--- config.mk ---
export PLATFORM = sky130hd
export DESIGN_NAME = branch_predictor
export DESIGN_NICKNAME = d
export VERILOG_FILES = /design/src/rtl/branch_predictor.sv
export SDC_FILE = /design/constraint.sdc
export NUM_CORES = 1
export LEC_CHECK = 0
export ABC_AREA = 1
export CORE_ASPECT_RATIO = 1.25
export CORE_MARGIN = 2
export CORE_UTILIZATION = 44
export DETAILED_ROUTE_END_ITERATION = 6
export GPL_TIMING_DRIVEN = 1
export PLACE_DENSITY = 0.85
export SLEW_MARGIN = 40
export SYNTH_ARGS = -nofsm -noshare
export SYNTH_HDL_FRONTEND = slang
export SYNTH_SLANG_ARGS = --single-unit
--- constraint.sdc ---
create_clock -name clk_i -period 2.3 [get_ports clk_i]
set_input_delay 0.23 -clock clk_i [delete_from_list [all_inputs] [get_ports clk_i]]
set_output_delay 0.23 -clock clk_i [all_outputs]
set_load 0.02 [all_outputs]
--- src/rtl/branch_predictor.sv ---
// 2-bit saturating-counter branch direction predictor with registered mispredict redirect.
// Define BP_STATS_EN to add saturating resolved-branch / misprediction counters.
module branch_predictor #(
  parameter int         INDEX_W     = 4,
  parameter logic [1:0] RESET_STATE = 2'b01
) (
  input  logic        clk_i,
  input  logic        rst_i,
  input  logic        if_valid_i,
  input  logic [31:0] if_pc_i,
  output logic        pred_taken_o,
  input  logic        ex_valid_i,
  input  logic [31:0] ex_pc_i,
  input  logic        ex_taken_i,
  input  logic        ex_pred_taken_i,
  input  logic [31:0] ex_target_i,
  output logic        mispredict_o,
  output logic [31:0] redirect_pc_o,
  output logic [31:0] branch_cnt_o,
  output logic [31:0] mispredict_cnt_o
);

  localparam int DEPTH = 1 << INDEX_W;

  logic [1:0]         r_table [DEPTH];
  logic               r_mispredict;
  logic [31:0]        r_redirect;

  logic [INDEX_W-1:0] w_if_idx;
  logic [INDEX_W-1:0] w_ex_idx;
  logic [1:0]         w_ctr;
  logic [1:0]         w_ctr_next;
  logic               w_accept;
  logic               w_mis;
  logic               w_unused;

  assign w_if_idx = if_pc_i[INDEX_W+1:2];
  assign w_ex_idx = ex_pc_i[INDEX_W+1:2];
  assign w_unused = ^{if_pc_i[31:INDEX_W+2], if_pc_i[1:0]};

  assign pred_taken_o = if_valid_i & r_table[w_if_idx][1];

  // Instruction in EX during a redirect pulse is wrong-path and is dropped.
  assign w_accept = ex_valid_i & ~r_mispredict;
  assign w_mis    = w_accept & (ex_taken_i != ex_pred_taken_i);
  assign w_ctr    = r_table[w_ex_idx];

  always_comb begin
    w_ctr_next = w_ctr;
    if (ex_taken_i) begin
      if (w_ctr != 2'b11) w_ctr_next = w_ctr + 2'b01;
    end else begin
      if (w_ctr != 2'b00) w_ctr_next = w_ctr - 2'b01;
    end
  end

  always_ff @(posedge clk_i or posedge rst_i) begin
    if (rst_i) begin
      for (int i = 0; i < DEPTH; i++) r_table[i] <= RESET_STATE;
      r_mispredict <= 1'b0;
      r_redirect   <= 32'h0;
    end else begin
      if (w_accept) r_table[w_ex_idx] <= w_ctr_next;
      r_mispredict <= w_mis;
      if (w_mis) r_redirect <= ex_taken_i ? ex_target_i : ex_pc_i + 32'd4;
    end
  end

  assign mispredict_o  = r_mispredict;
  assign redirect_pc_o = r_redirect;

`ifdef BP_STATS_EN
  logic [31:0] r_branch_cnt;
  logic [31:0] r_mis_cnt;

  always_ff @(posedge clk_i or posedge rst_i) begin
    if (rst_i) begin
      r_branch_cnt <= 32'h0;
      r_mis_cnt    <= 32'h0;
    end else begin
      if (w_accept && r_branch_cnt != 32'hFFFF_FFFF)
        r_branch_cnt <= r_branch_cnt + 32'd1;
      if (w_mis && r_mis_cnt != 32'hFFFF_FFFF)
        r_mis_cnt <= r_mis_cnt + 32'd1;
    end
  end

  assign branch_cnt_o     = r_branch_cnt;
  assign mispredict_cnt_o = r_mis_cnt;
`else
  assign branch_cnt_o     = 32'h0;
  assign mispredict_cnt_o = 32'h0;
`endif

endmodule

==> summary.md <==
| Metric | Value |
|---|---|
| Status | finished clean |
| MaxCap Viol Count | 0 |
| Origin of the critical flop-to-flop path | mispredict_o |
| Post-Syn Area | ~0.0048 sq mm |
| Min Tclk post-route | 2.02 ns |
| Clock skew | around 0.0044 ns |
| DRC Markers | 0 |
| Clock power frac | 32.4% |
| Post CTS Setup Buffer Count | 0 |
| Net count, final | roughly 930 |
| ANT cells | 0 |
| Clock root buffer | clkbuf_16 |
| Share of post-route cells with drive strength above 1 | 9.27% |
| Synthesis-stage register bit count | 65 |
| Critical Path Fanout Max | 5 |
| Comb pwr share | 30.6% |
| DR vias | between 4000 and 5000 |
| Sequential Power Share | 37.0% |
| Top FF cell, synth | dfrtp_1 |
| Core ar. | 0.0106 sq mm |
| Overflow after GRT | 0 |
| Wire per inst | ~13 um |
| NetSw | 1.43 mW |
| Initial drt markers | 179 |
| Setup TNS | 0 ns |
| Die Area | ~0.012 sq mm |
| Row cnt | between 40 and 50 |
| Final setup fails | 0 |
| Commonest non-fill, non-tap cell in the layout | nand2_1 |
| Detailed-placement wirelength estimate | between 9000 and 10000 um |
| RR Endpoint | redirect_pc_o[29] |
| Int Power | 2.90 mW |
| Drt total wl | 12800 um |
| Largest net degree at the start of global routing | 39 |
| Leakage power | 3.08 nW |
| Vias in the first global route | 4469 |
| Power Density | 699 mW/mm^2 |
| Initial antenna violation count | 0 |
| Critical path startpoint category | primary input |
| Num ports | 200 |
| Total track usage | 22.2% |
| Critical Path RT | 2.07 ns |
| Gpl congestion | 0.909 |
| Post-layout util | 58.5% |
| CTS tree | done |
| F_max | 496 MHz |
| R2R depth | 8 |
| Yosys warns | 0 |
| Hold Crit Class | primary input to asynchronous set/reset pin |
| Initial Util | a little under half |
| Vias per cell | 4.83 |
| Avg Synthesized Cell Area | 6.78 sq um |
| Worst R2R Setup Slack | 0.68 ns |
| Slew Limit Fails | 0 |
| Synth cell types | 37 |
| IR drop worst, VDD | approximately 430 uV |
| Period utilization | 87.6% |
| Most frequent cells in the layout | nand2_1, clkdlybuf4s50_1, nor2_1 |
| PortBufs | between 100 and 150 |
| Switching share of power | 33.0% |
| Clock transition at the registers of the reported paths | 0.06 ns |
| Seq/Total Area, Yosys | between 30% and 40% |
| WHS | roughly 0.25 ns |
| Clock Sinks | 65 |
| Max clock buf depth | 2 |
| Post-CTS sizing | 1 |
| Die Wd | approximately 98 um |
| CP Capture Type | output pin |
| Fin. Hold Viols | 0 |
| Synthesis-to-finish area growth | 28.7% |
| Die height | around 120 um |
| CTS Hold Bufs | 0 |
| RSZ-0062 raised after global routing | false |
| First-pass DRT Iterations | 4 |
| Clk_lat worst skew | roughly 0.33 ns |
| Fraction of registers with async set or reset after synthesis | 100% |
| CTS buffer count | 9 |
| Crit Path Category | primary input to output pin |
| Antenna-violating nets left | 0 |
| EDFF count, synth | 0 |
| H-tree depth reported by CTS | 3 |
| Critical path data arrival time | about 1.8 ns |
| Cell count after synthesis | 711 |
| First-pass GRT wire length | between 20000 and 25000 um |
state kept, by name (all words and copies together) (netlist names):
name and count:
redirect_pc_o 32, mispredict_o 1, r_table 32
cell usage after synthesis, types with 9 or more instances:
cell | instances | share of area (%)
nand2_1 | 211 | 16
nor2_1 | 90 | 7.0
inv_1 | 73 | 5.7
buf_4 | 65 | 10
dfrtp_1 | 49 | 25
o21ai_0 | 41 | 4.3
nand3_1 | 39 | 4.0
a21oi_1 | 19 | 2.0
dfstp_2 | 16 | 8.7
o21ai_1 | 14 | 1.5
clkbuf_1 | 9 | 0.70
xor2_1 | 9 | 1.6
logic make-up (layout without fill, tap and decap cells):
group	Yosys count	in the layout	synth area share [%]
AND/OR/NAND/NOR	378	378	33.7
buffers and inverters	164	221	19.0
AO/OA/AOI/OAI	87	87	9.87
flip-flops	65	65	34.2
XOR/XNOR	12	12	2.18
adder cells (fa/ha/maj)	4	4	1.04
other	1	64	0.0778
final cells by class:
class / instances / area (sq um)
clock buffer: 12 / 256
tap: 132 / 165
fill: 984 / 4410
clock inverter: 4 / 51.3
inverter: 79 / 302
sequential: 65 / 1650
multi-input combinational: 545 / 2500
timing repair buffer: 126 / 1290
power by group through the flow:
stage	clock [mW]	sequential, mW	combinational, mW
final	1.40	1.61	1.32
after global routing	1.47	1.63	1.46
after CTS	1.43	1.60	1.33
after detailed placement	0	1.61	1.32
after global placement	0	1.62	1.30
after floorplan	0	1.72	0.731
through the flow:
step                      std cells  setup WS, ns  cell area [sq um]  total power, mW
final                           963         0.284               6200             4.33
after global routing            963         0.139               6200             4.57
after CTS                       963         0.274               6200             4.36
after detailed placement        947       0.00452               5900             2.94
after global placement          947        0.0327               5900             2.92
after floorplan                 774         0.470               5060             2.45
routing by layer:
layer  GRT usage, %  share of wire (%)  up-vias
met2           39.5                 51      203
met3           4.90                7.5       24
met4           8.59                2.4        0
met5              0                  0        -
li1               -                  -     2323
met1           25.9                 40     2104
worst max-delay path, cell delays in order:
cell,delay [ns]
clkdlybuf4s50_1,0.52
inv_1,0.11
buf_4,0.14
o21ai_0,0.13
nand2_1,0.08
o211ai_1,0.15
a21boi_0,0.10
dlygate4sd2_1,0.33
how the worst max path moves through the flow:
stage | from | end | cells after the start | slack, ns
after detailed placement | if_pc_i[2] | pred_taken_o | 8 | 0.005
after floorplan | rst_i | mispredict_o | 1 | 0.47
final | if_pc_i[2] | pred_taken_o | 8 | 0.28
after global placement | if_pc_i[2] | pred_taken_o | 8 | 0.03
after global routing | if_pc_i[2] | pred_taken_o | 8 | 0.14
after CTS | if_pc_i[2] | pred_taken_o | 8 | 0.27
Power figures use the tool's default switching activity.
